==> src/rtl/pcie_link_sequencer.sv <==
// Bring-up sequencer for the PCIe serial link: PERST# -> PLL lock -> GT reset -> training -> up.
// Define PCIE_LINK_WIDTH_CHECK_EN to reject links that train narrower than MIN_WIDTH.
module pcie_link_sequencer #(
  parameter int NUM_LANES       = 8,
  parameter int PLL_TIMEOUT     = 65535,
  parameter int GT_RESET_CYCLES = 16,
  parameter int TRAIN_TIMEOUT   = 1048575,
  parameter int MAX_RETRIES     = 3,
  parameter int MIN_WIDTH       = 8
) (
  input  logic                 CLK,
  input  logic                 RST,
  input  logic                 perst_n,
  input  logic                 pll_lock,
  input  logic                 gt_reset_done,
  input  logic                 link_up,
  input  logic [3:0]           link_width,
  output logic                 gt_reset,
  output logic                 core_reset,
  output logic [NUM_LANES-1:0] lane_enable,
  output logic                 link_ready,
  output logic                 link_fail,
  output logic [1:0]           retry_count,
  output logic [2:0]           state
);

  localparam logic [2:0] S_HOLD     = 3'd0;
  localparam logic [2:0] S_PLL_WAIT = 3'd1;
  localparam logic [2:0] S_GT_RESET = 3'd2;
  localparam logic [2:0] S_GT_WAIT  = 3'd3;
  localparam logic [2:0] S_TRAIN    = 3'd4;
  localparam logic [2:0] S_UP       = 3'd5;
  localparam logic [2:0] S_FAIL     = 3'd6;

  localparam logic [19:0] PLL_LIMIT   = 20'(PLL_TIMEOUT - 1);
  localparam logic [19:0] GT_LIMIT    = 20'(GT_RESET_CYCLES - 1);
  localparam logic [19:0] TRAIN_LIMIT = 20'(TRAIN_TIMEOUT - 1);
  localparam logic [1:0]  MAX_RC      = 2'(MAX_RETRIES);

  logic                 perst_meta_q, perst_sync_q;
  logic [2:0]           state_q, state_d;
  logic [19:0]          cnt_q, cnt_d;
  logic [1:0]           retry_q, retry_d;
  logic                 gt_reset_q, gt_reset_d;
  logic                 core_reset_q, core_reset_d;
  logic [NUM_LANES-1:0] lane_enable_q, lane_enable_d;
  logic                 link_ready_q, link_ready_d;
  logic                 link_fail_q, link_fail_d;
  logic                 do_retry;
  logic                 width_ok;
  logic [NUM_LANES-1:0] up_lanes;

`ifdef PCIE_LINK_WIDTH_CHECK_EN
  always_comb begin
    width_ok = (link_width >= 4'(MIN_WIDTH));
    up_lanes = '0;
    for (int i = 0; i < NUM_LANES; i++) begin
      up_lanes[i] = (i < int'(link_width));
    end
  end
`else
  logic unused_width;
  assign unused_width = ^{link_width, 4'(MIN_WIDTH)};
  assign width_ok = 1'b1;
  assign up_lanes = '1;
`endif

  // Next state. A synchronized PERST# assertion overrides every other event.
  always_comb begin
    state_d  = state_q;
    retry_d  = retry_q;
    do_retry = 1'b0;
    case (state_q)
      S_HOLD: begin
        retry_d = '0;
        if (perst_sync_q) state_d = S_PLL_WAIT;
      end
      S_PLL_WAIT: begin
        if (pll_lock) state_d = S_GT_RESET;
        else if (cnt_q == PLL_LIMIT) do_retry = 1'b1;
      end
      S_GT_RESET: begin
        if (cnt_q == GT_LIMIT) state_d = S_GT_WAIT;
      end
      S_GT_WAIT: begin
        if (!pll_lock) do_retry = 1'b1;
        else if (gt_reset_done) state_d = S_TRAIN;
        else if (cnt_q == PLL_LIMIT) do_retry = 1'b1;
      end
      S_TRAIN: begin
        if (link_up) begin
          if (width_ok) state_d = S_UP;
          else do_retry = 1'b1;
        end else if (!pll_lock) do_retry = 1'b1;
        else if (cnt_q == TRAIN_LIMIT) do_retry = 1'b1;
      end
      S_UP: begin
        if (!link_up || !pll_lock || !width_ok) do_retry = 1'b1;
      end
      S_FAIL: state_d = S_FAIL;
      default: state_d = S_HOLD;
    endcase

    if (do_retry) begin
      if (retry_q == MAX_RC) begin
        state_d = S_FAIL;
      end else begin
        retry_d = retry_q + 2'd1;
        state_d = S_GT_RESET;
      end
    end

    if (!perst_sync_q) begin
      state_d = S_HOLD;
      retry_d = '0;
    end
  end

  assign cnt_d = (state_d != state_q) ? 20'd0 : cnt_q + 20'd1;

  // Outputs are decoded from the next state so they move together with state.
  always_comb begin
    gt_reset_d    = 1'b1;
    core_reset_d  = 1'b1;
    lane_enable_d = '0;
    link_ready_d  = 1'b0;
    link_fail_d   = 1'b0;
    case (state_d)
      S_GT_WAIT: gt_reset_d = 1'b0;
      S_TRAIN: begin
        gt_reset_d    = 1'b0;
        core_reset_d  = 1'b0;
        lane_enable_d = '1;
      end
      S_UP: begin
        gt_reset_d    = 1'b0;
        core_reset_d  = 1'b0;
        lane_enable_d = up_lanes;
        link_ready_d  = 1'b1;
      end
      S_FAIL: link_fail_d = 1'b1;
      default: ;
    endcase
  end

  always_ff @(posedge CLK or posedge RST) begin
    if (RST) begin
      perst_meta_q  <= 1'b0;
      perst_sync_q  <= 1'b0;
      state_q       <= S_HOLD;
      cnt_q         <= '0;
      retry_q       <= '0;
      gt_reset_q    <= 1'b1;
      core_reset_q  <= 1'b1;
      lane_enable_q <= '0;
      link_ready_q  <= 1'b0;
      link_fail_q   <= 1'b0;
    end else begin
      perst_meta_q  <= perst_n;
      perst_sync_q  <= perst_meta_q;
      state_q       <= state_d;
      cnt_q         <= cnt_d;
      retry_q       <= retry_d;
      gt_reset_q    <= gt_reset_d;
      core_reset_q  <= core_reset_d;
      lane_enable_q <= lane_enable_d;
      link_ready_q  <= link_ready_d;
      link_fail_q   <= link_fail_d;
    end
  end

  assign gt_reset    = gt_reset_q;
  assign core_reset  = core_reset_q;
  assign lane_enable = lane_enable_q;
  assign link_ready  = link_ready_q;
  assign link_fail   = link_fail_q;
  assign retry_count = retry_q;
  assign state       = state_q;

endmodule

==> config.mk <==
export PLATFORM = sky130hd
export DESIGN_NAME = pcie_link_sequencer
export DESIGN_NICKNAME = d
export VERILOG_FILES = /design/src/rtl/pcie_link_sequencer.sv
export SDC_FILE = /design/constraint.sdc
export NUM_CORES = 1
export LEC_CHECK = 0
export ABC_AREA = 1
export BUFFER_PORTS_ARGS = -buffer_cell sky130_fd_sc_hd__buf_4
export CAP_MARGIN = 20
export CORE_ASPECT_RATIO = 0.75
export CORE_MARGIN = 3
export CORE_UTILIZATION = 50
export CTS_BUF_LIST = sky130_fd_sc_hd__clkbuf_4 sky130_fd_sc_hd__clkbuf_8
export DETAILED_ROUTE_END_ITERATION = 8
export PLACE_DENSITY = 0.71
export RECOVER_POWER = 50
export SYNTH_ARGS = -nofsm -noshare
export SYNTH_HDL_FRONTEND = slang
export SYNTH_SLANG_ARGS = --single-unit
==> constraint.sdc <==
create_clock -name CLK -period 5.55 [get_ports CLK]
set_input_delay 0.555 -clock CLK [delete_from_list [all_inputs] [get_ports CLK]]
set_output_delay 0.555 -clock CLK [all_outputs]
set_load 0.1 [all_outputs]
==> results of run 1 <==
path summary, 6_finish.rpt:
kind                                          end  cells after the start              startpoint  slack [ns]
max in group asynchronous     cnt_q[19]$_DFF_PP0_                      3                     RST        3.71
min in group asynchronous     cnt_q[15]$_DFF_PP0_                      3                     RST        0.86
setup / recovery              cnt_q[15]$_DFF_PP0_                     17      cnt_q[0]$_DFF_PP0_        3.24
hold / removal             perst_sync_q$_DFF_PP0_                      0  perst_meta_q$_DFF_PP0_        0.35
hold reg to reg            perst_sync_q$_DFF_PP0_                      0  perst_meta_q$_DFF_PP0_        0.35
setup reg to reg              cnt_q[15]$_DFF_PP0_                     17      cnt_q[0]$_DFF_PP0_        3.24
placed cells by master (no fill, tap or decap), drive strengths merged:
cell type	Yosys	layout
nor3	6	6
a21oi	4	4
xnor2	11	11
ha	3	3
a211oi	1	1
dfstp	2	2
clkinv	0	2
nor4	1	1
buf	9	14
dfrtp	30	30
nor2	53	53
nand4	8	8
o21ai	3	3
nand3	16	16
inv	30	30
a21o	1	1
nand2	47	47
nor3b	1	1
xor2	7	7
clkbuf	0	15
where the power goes:
part	internal [W]	leakage (nW)	total, W	switching [W]
registers	0.000259	0.432	0.000286	0.0000277
logic	0.0000838	0.528	0.000451	0.000367
clock network	0.0000988	0.0510	0.000186	0.0000873
total	0.000441	1.01	0.000923	0.000482
cell usage after synthesis (all sizes together):
master,instances,area share
nor2,53,0.14
nand2,47,0.11
dfrtp,30,0.39
inv,30,0.059
nand3,16,0.044
xnor2,11,0.050
buf,9,0.039
nand4,8,0.033
xor2,7,0.032
nor3,6,0.021
a21oi,4,0.010
ha,3,0.020
o21ai,3,0.0078
dfstp,2,0.027
a211oi,1,0.0039
a21o,1,0.0039
nor3b,1,0.0065
nor4,1,0.0033
state kept, by name (all words and copies together), names as in the netlist:
register and cells:
cnt_q 20, state 3, retry_count 2, core_reset 1, gt_reset 1, lane_enable 1
link_fail 1, link_ready 1, perst_meta_q 1, perst_sync_q 1
worst max-delay path, stage by stage (launching register included):
cell and delay, ns:
dfrtp_1 0.41, inv_1 0.10, ha_1 0.17, inv_1 0.04, nor2_1 0.10, nand2_1 0.09, nor2_4 0.13, nand2_2 0.05
nand2_2 0.07, nand2_4 0.06, nand2_1 0.06, nor2_1 0.06, nand2_2 0.07, nand3_2 0.10, nand2_1 0.08, nand2_1 0.06
nand2_2 0.47, nor2_2 0.06
layer usage:
metal	global-route usage	part of all wire	up-vias
met1	0.247	0.53	654
met3	0.0648	0.058	6
met4	0.0736	0.019	0
met5	0	0	-
li1	-	-	762
met2	0.221	0.39	35
cell type report:
class | count | area, µm² | area share
clock buffer | 6 | 82.6 | 0.0384
clock inverter | 2 | 10.0 | 0.00466
inverter | 30 | 113 | 0.0524
multi-input combinational | 162 | 932 | 0.434
sequential | 32 | 803 | 0.374
tap | 50 | 62.6 | 0.0291
timing repair buffer | 23 | 146 | 0.0681
logic make-up (layout without fill, tap and decap cells):
logic type | count (synthesis) | in the layout | share of synthesized area
AO/OA/AOI/OAI | 9 | 9 | 0.0260
AND/OR/NAND/NOR | 132 | 132 | 0.357
buffers and inverters | 39 | 61 | 0.0976
flip-flops | 32 | 32 | 0.418
adder cells (fa/ha/maj) | 3 | 3 | 0.0195
XOR/XNOR | 18 | 18 | 0.0820
metrics by stage:
step / cell area [µm²] / total power, W / utilization
5_1_grt: 2150 / 0.000978 / 0.616
2_1_floorplan: 1920 / 0.000707 / -
3_3_place_gp: 2080 / 0.000751 / 0.597
6_report: 2150 / 0.000923 / 0.616
3_5_place_dp: 2080 / 0.000752 / 0.597
4_1_cts: 2180 / 0.000941 / 0.623
==> impl_metrics.json, run 1 <==
{
  "status": "finished, violations left",
  "violations": "max-capacitance violations, max-slew violations",
  "numCtsBuffers": 5,
  "finalNetCount": 267,
  "die_h_um": 59.7,
  "wirelength_um": 3470,
  "row_count": 18,
  "cp-start-kind": "flop",
  "grt_pass1_vias": 1267,
  "cp_max_fo": 20,
  "postCtsHoldBufs": 0,
  "synth_seq_cells": 32,
  "fin_ws_ns": 3.24,
  "ys_seq_area_frac": 0.418,
  "overflow": 0,
  "dp_cells": 297,
  "crit_arrival_ns": 2.46,
  "cts.htree.levels": 2,
  "finalCritPeriodShare": 0.415,
  "stdcell_count": 305,
  "drc_errors": 0,
  "dr.pass1.iters": 4,
  "grt_pass1_wl_um": 5910,
  "synth_fp_nets": 246,
  "die_x_um": 77.6,
  "crit_required_ns": 5.71,
  "post_cts_buffers": 0,
  "tns_ns": 0,
  "drv_slew": 33,
  "ys_types": 27,
  "cap_violations": 1,
  "final_layout_size_suffix_gt1_frac": 0.290,
  "grt_usage": 0.170,
  "num_vias": 1457,
  "crit_type": "reg -> reg",
  "fin_crit_ns": 2.31,
  "dp_hpwl_um": 2580,
  "syn_to_final_growth_pct": 11.8,
  "cts_buffer_depth": 2,
  "initial_utilization": 0.551,
  "clkSlewWorstSetupHoldPaths_ns": 0.07,
  "grt_max_degree": 33,
  "numPortBuffers": 22,
  "end_kind": "flop",
  "cts_tree": "yes",
  "rsz0062_at_grt": "false",
  "fillers": 321,
  "cts-root-buf": "clkbuf_8",
  "power_density_nw_per_um2": 430,
  "post_drt_wl_per_cell_um": 11.4,
  "hp-class": "reg -> reg",
  "synth_warnings": 0,
  "clock.fmax_mhz": 434,
  "setup_violations": 0,
  "core_area_um2": 3490,
  "p_leak_nw": 1.01,
  "clock_sinks": 32,
  "synthCells": 233,
  "drt-initial-drc-count": 84,
  "preCtsSetupSlack_ns": 3.21,
  "syn_area_um2": 1920,
  "die_area_um2": 4630,
  "maxSlewHeadroom": -0.130,
  "drt-vias-per-instance": 4.78,
  "syn_avg_cell_area_um2": 8.25,
  "worst_slew_pin_slew_ns": 1.70,
  "hold_viol": 0,
  "whs_ns": 0.353,
  "ir_worst_vdd_v": 0.000271,
  "num_antenna_cells": 0,
  "fin_worst_skew_ns": 0.00738,
  "ioPinCount": 27,
  "gp_congestion": 0.860,
  "cts_resized": 0,
  "ant_nets": 0,
  "clk_latency_ns": 0.29,
  "antenna_found_initial": 0
}
No activity file was read; power rests on OpenSTA's default activity.
==> run 2, diff against run 1 <==
- PLACE_DENSITY: 0.71 -> 0.74
- clock period: 5.55 -> 1.9 ns (I/O delays scaled with it)
==> run 2 against run 1 <==
  * The run ends with negative setup slack left
  * Sequential cell count unchanged
  * Clock-buffer cell count unchanged
  * Worst setup slack got worse by 3.4 ns
  * Via count increased by 14%
  * Total power increased to 3.7 times the previous value
  * Critical path depth decreased by 1
  * Core utilization increased by 13 points
  * Critical path type unchanged
  * Largest power group unchanged
  * Highest routed layer unchanged
==> impl_metrics.json, run 2 (synthesis gave the netlist of run 1 again) <==
{
  "hold_viol": 0,
  "ff_latch_area_um2": 817,
  "dr.pass1.iters": 4,
  "core_area_um2": 3490,
  "stdcell_count": 338,
  "final_cell_mix": "buf_4 (36), nand2_1 (32), dfrtp_1 (25)",
  "tns_ns": -2.52,
  "power_w": 0.00340,
  "die_h_um": 59.7,
  "grt_use_met2": 0.257,
  "worstPathCellList": "buf_4 > ha_4 > nand3_1 > nor2_1 > nand3_1 > nand2_1 > nand2_2 > nand2_1 > nor2_4 > nand3_1 > nand2_1 > inv_2 > nor2_2 > nand2_4 > clkbuf_16 > nor2_2",
  "clkSlewWorstSetupHoldPaths_ns": 0.07,
  "overflow": 0,
  "num_antenna_cells": 0,
  "drc_errors": 0,
  "fin_worst_skew_ns": 0.00701,
  "fin_ws_ns": -0.136,
  "fin_crit_ns": 2.04,
  "crit_arrival_ns": 2.26,
  "critPathSlowestCell": "dfrtp_1",
  "ir_worst_vdd_v": 0.00102,
  "dp_cells": 322,
  "hp-class": "in -> reg",
  "grt_max_degree": 21,
  "multiInputGateArea_um2": 1050,
  "regMostFlops": "cnt_q",
  "finalNetCount": 300,
  "maxSlewHeadroom": 0.641,
  "clk_latency_ns": 0.29,
  "finalCritPeriodShare": 1.07,
  "ioPinCount": 27,
  "grt_usage": 0.187,
  "drv_slew": 0,
  "cp_max_fo": 5,
  "antenna_found_initial": 0,
  "power_density_nw_per_um2": 1310,
  "die_area_um2": 4630,
  "drt-initial-drc-count": 78,
  "grt_pass1_vias": 1476,
  "crit_type": "reg -> reg",
  "cts_buffer_depth": 2,
  "cts-root-buf": "clkbuf_8",
  "drt-vias-per-instance": 4.91,
  "grt_pass1_wl_um": 6690,
  "num_vias": 1658,
  "cap_violations": 0,
  "status": "finished, violations left",
  "final_common_cell": "buf_4",
  "fillers": 257,
  "syn_to_final_growth_pct": 34.5,
  "end_kind": "flop",
  "grt_util_met3": 0.0452,
  "cp-start-kind": "flop",
  "numPortBuffers": 22,
  "worst_slew_pin_slew_ns": 0.541,
  "clock_sinks": 32,
  "post_drt_wl_per_cell_um": 12.9,
  "whs_ns": 0.0283,
  "gp_congestion": 0.863,
  "row_count": 18,
  "setup_violations": 22,
  "rsz0062_at_grt": "true",
  "preCtsSetupSlack_ns": -0.111,
  "violations": "negative setup slack",
  "p_leak_nw": 1.24,
  "grt_util_met1": 0.282,
  "dp_hpwl_um": 2980,
  "cts_tree": "yes",
  "crit_required_ns": 2.12,
  "wirelength_um": 4370,
  "ant_nets": 0,
  "cts.htree.levels": 2,
  "die_x_um": 77.6,
  "clock.fmax_mhz": 491,
  "cpPeakStageDelay_ns": 0.40,
  "largest_reg_flops": 20,
  "grt.busiest_layer": "met1",
  "initial_utilization": 0.551,
  "final_layout_size_suffix_gt1_frac": 0.486,
  "numCtsBuffers": 5
}
## run 2: final cells by class
class | count | share of cell area
multi-input combinational | 162 | 0.406
sequential | 32 | 0.316
timing repair buffer | 56 | 0.173
inverter | 30 | 0.0455
clock buffer | 6 | 0.0319
tap | 50 | 0.0242
clock inverter | 2 | 0.00387
## run 2: worst paths after layout
| kind | to | cells after the start | slack, ns | from |
|---|---|---|---|---|
| min in group asynchronous | perst_meta_q$_DFF_PP0_ | 3 | 0.48 | RST |
| max | cnt_q[3]$_DFF_PP0_ | 16 | -0.14 | cnt_q[1]$_DFF_PP0_ |
| max in group asynchronous | cnt_q[4]$_DFF_PP0_ | 4 | 0.54 | RST |
| max reg2reg | cnt_q[3]$_DFF_PP0_ | 16 | -0.14 | cnt_q[1]$_DFF_PP0_ |
| min reg2reg | perst_sync_q$_DFF_PP0_ | 0 | 0.35 | perst_meta_q$_DFF_PP0_ |
| min | perst_meta_q$_DFF_PP0_ | 1 | 0.03 | perst_n |
## run 2: metal layers
layer / vias to the layer above / routed length [µm]
li1: 831 / -
met1: 771 / 2160
met2: 49 / 1930
met3: 7 / 227
met4: 0 / 49
met5: - / 0
## run 2: timing repair
action	4_1_cts	5_1_grt
setup endpoints to repair	24	28
gates resized for setup	8	25
buffers inserted	1	4
pin swaps	1	7
hold buffers	1	0
endpoints found under the hold margin	10	0
cloned	0	2
## run 2: where the power goes
group | total [W] | leakage (nW) | internal [W] | switching, W
Sequential | 0.000868 | 0.423 | 0.000773 | 0.0000952
Combinational | 0.00199 | 0.766 | 0.000673 | 0.00132
Clock | 0.000539 | 0.0510 | 0.000289 | 0.000251
## run 2: critical path, delay by kind of cell (launching register included)
family,cells,cell delay [ns]
buffers and inverters,3,0.35
flip-flops,1,0.40
adder cells (fa/ha/maj),1,0.15
AND/OR/NAND/NOR,12,1.05
## run 2: per-stage QoR
| stage | utilization | instance area [µm²] |
|---|---|---|
| floorplan | - | 1960 |
| global placement | 0.663 | 2310 |
| detailed placement | 0.663 | 2310 |
| CTS | 0.703 | 2450 |
| global route | 0.741 | 2590 |
| finish | 0.741 | 2590 |
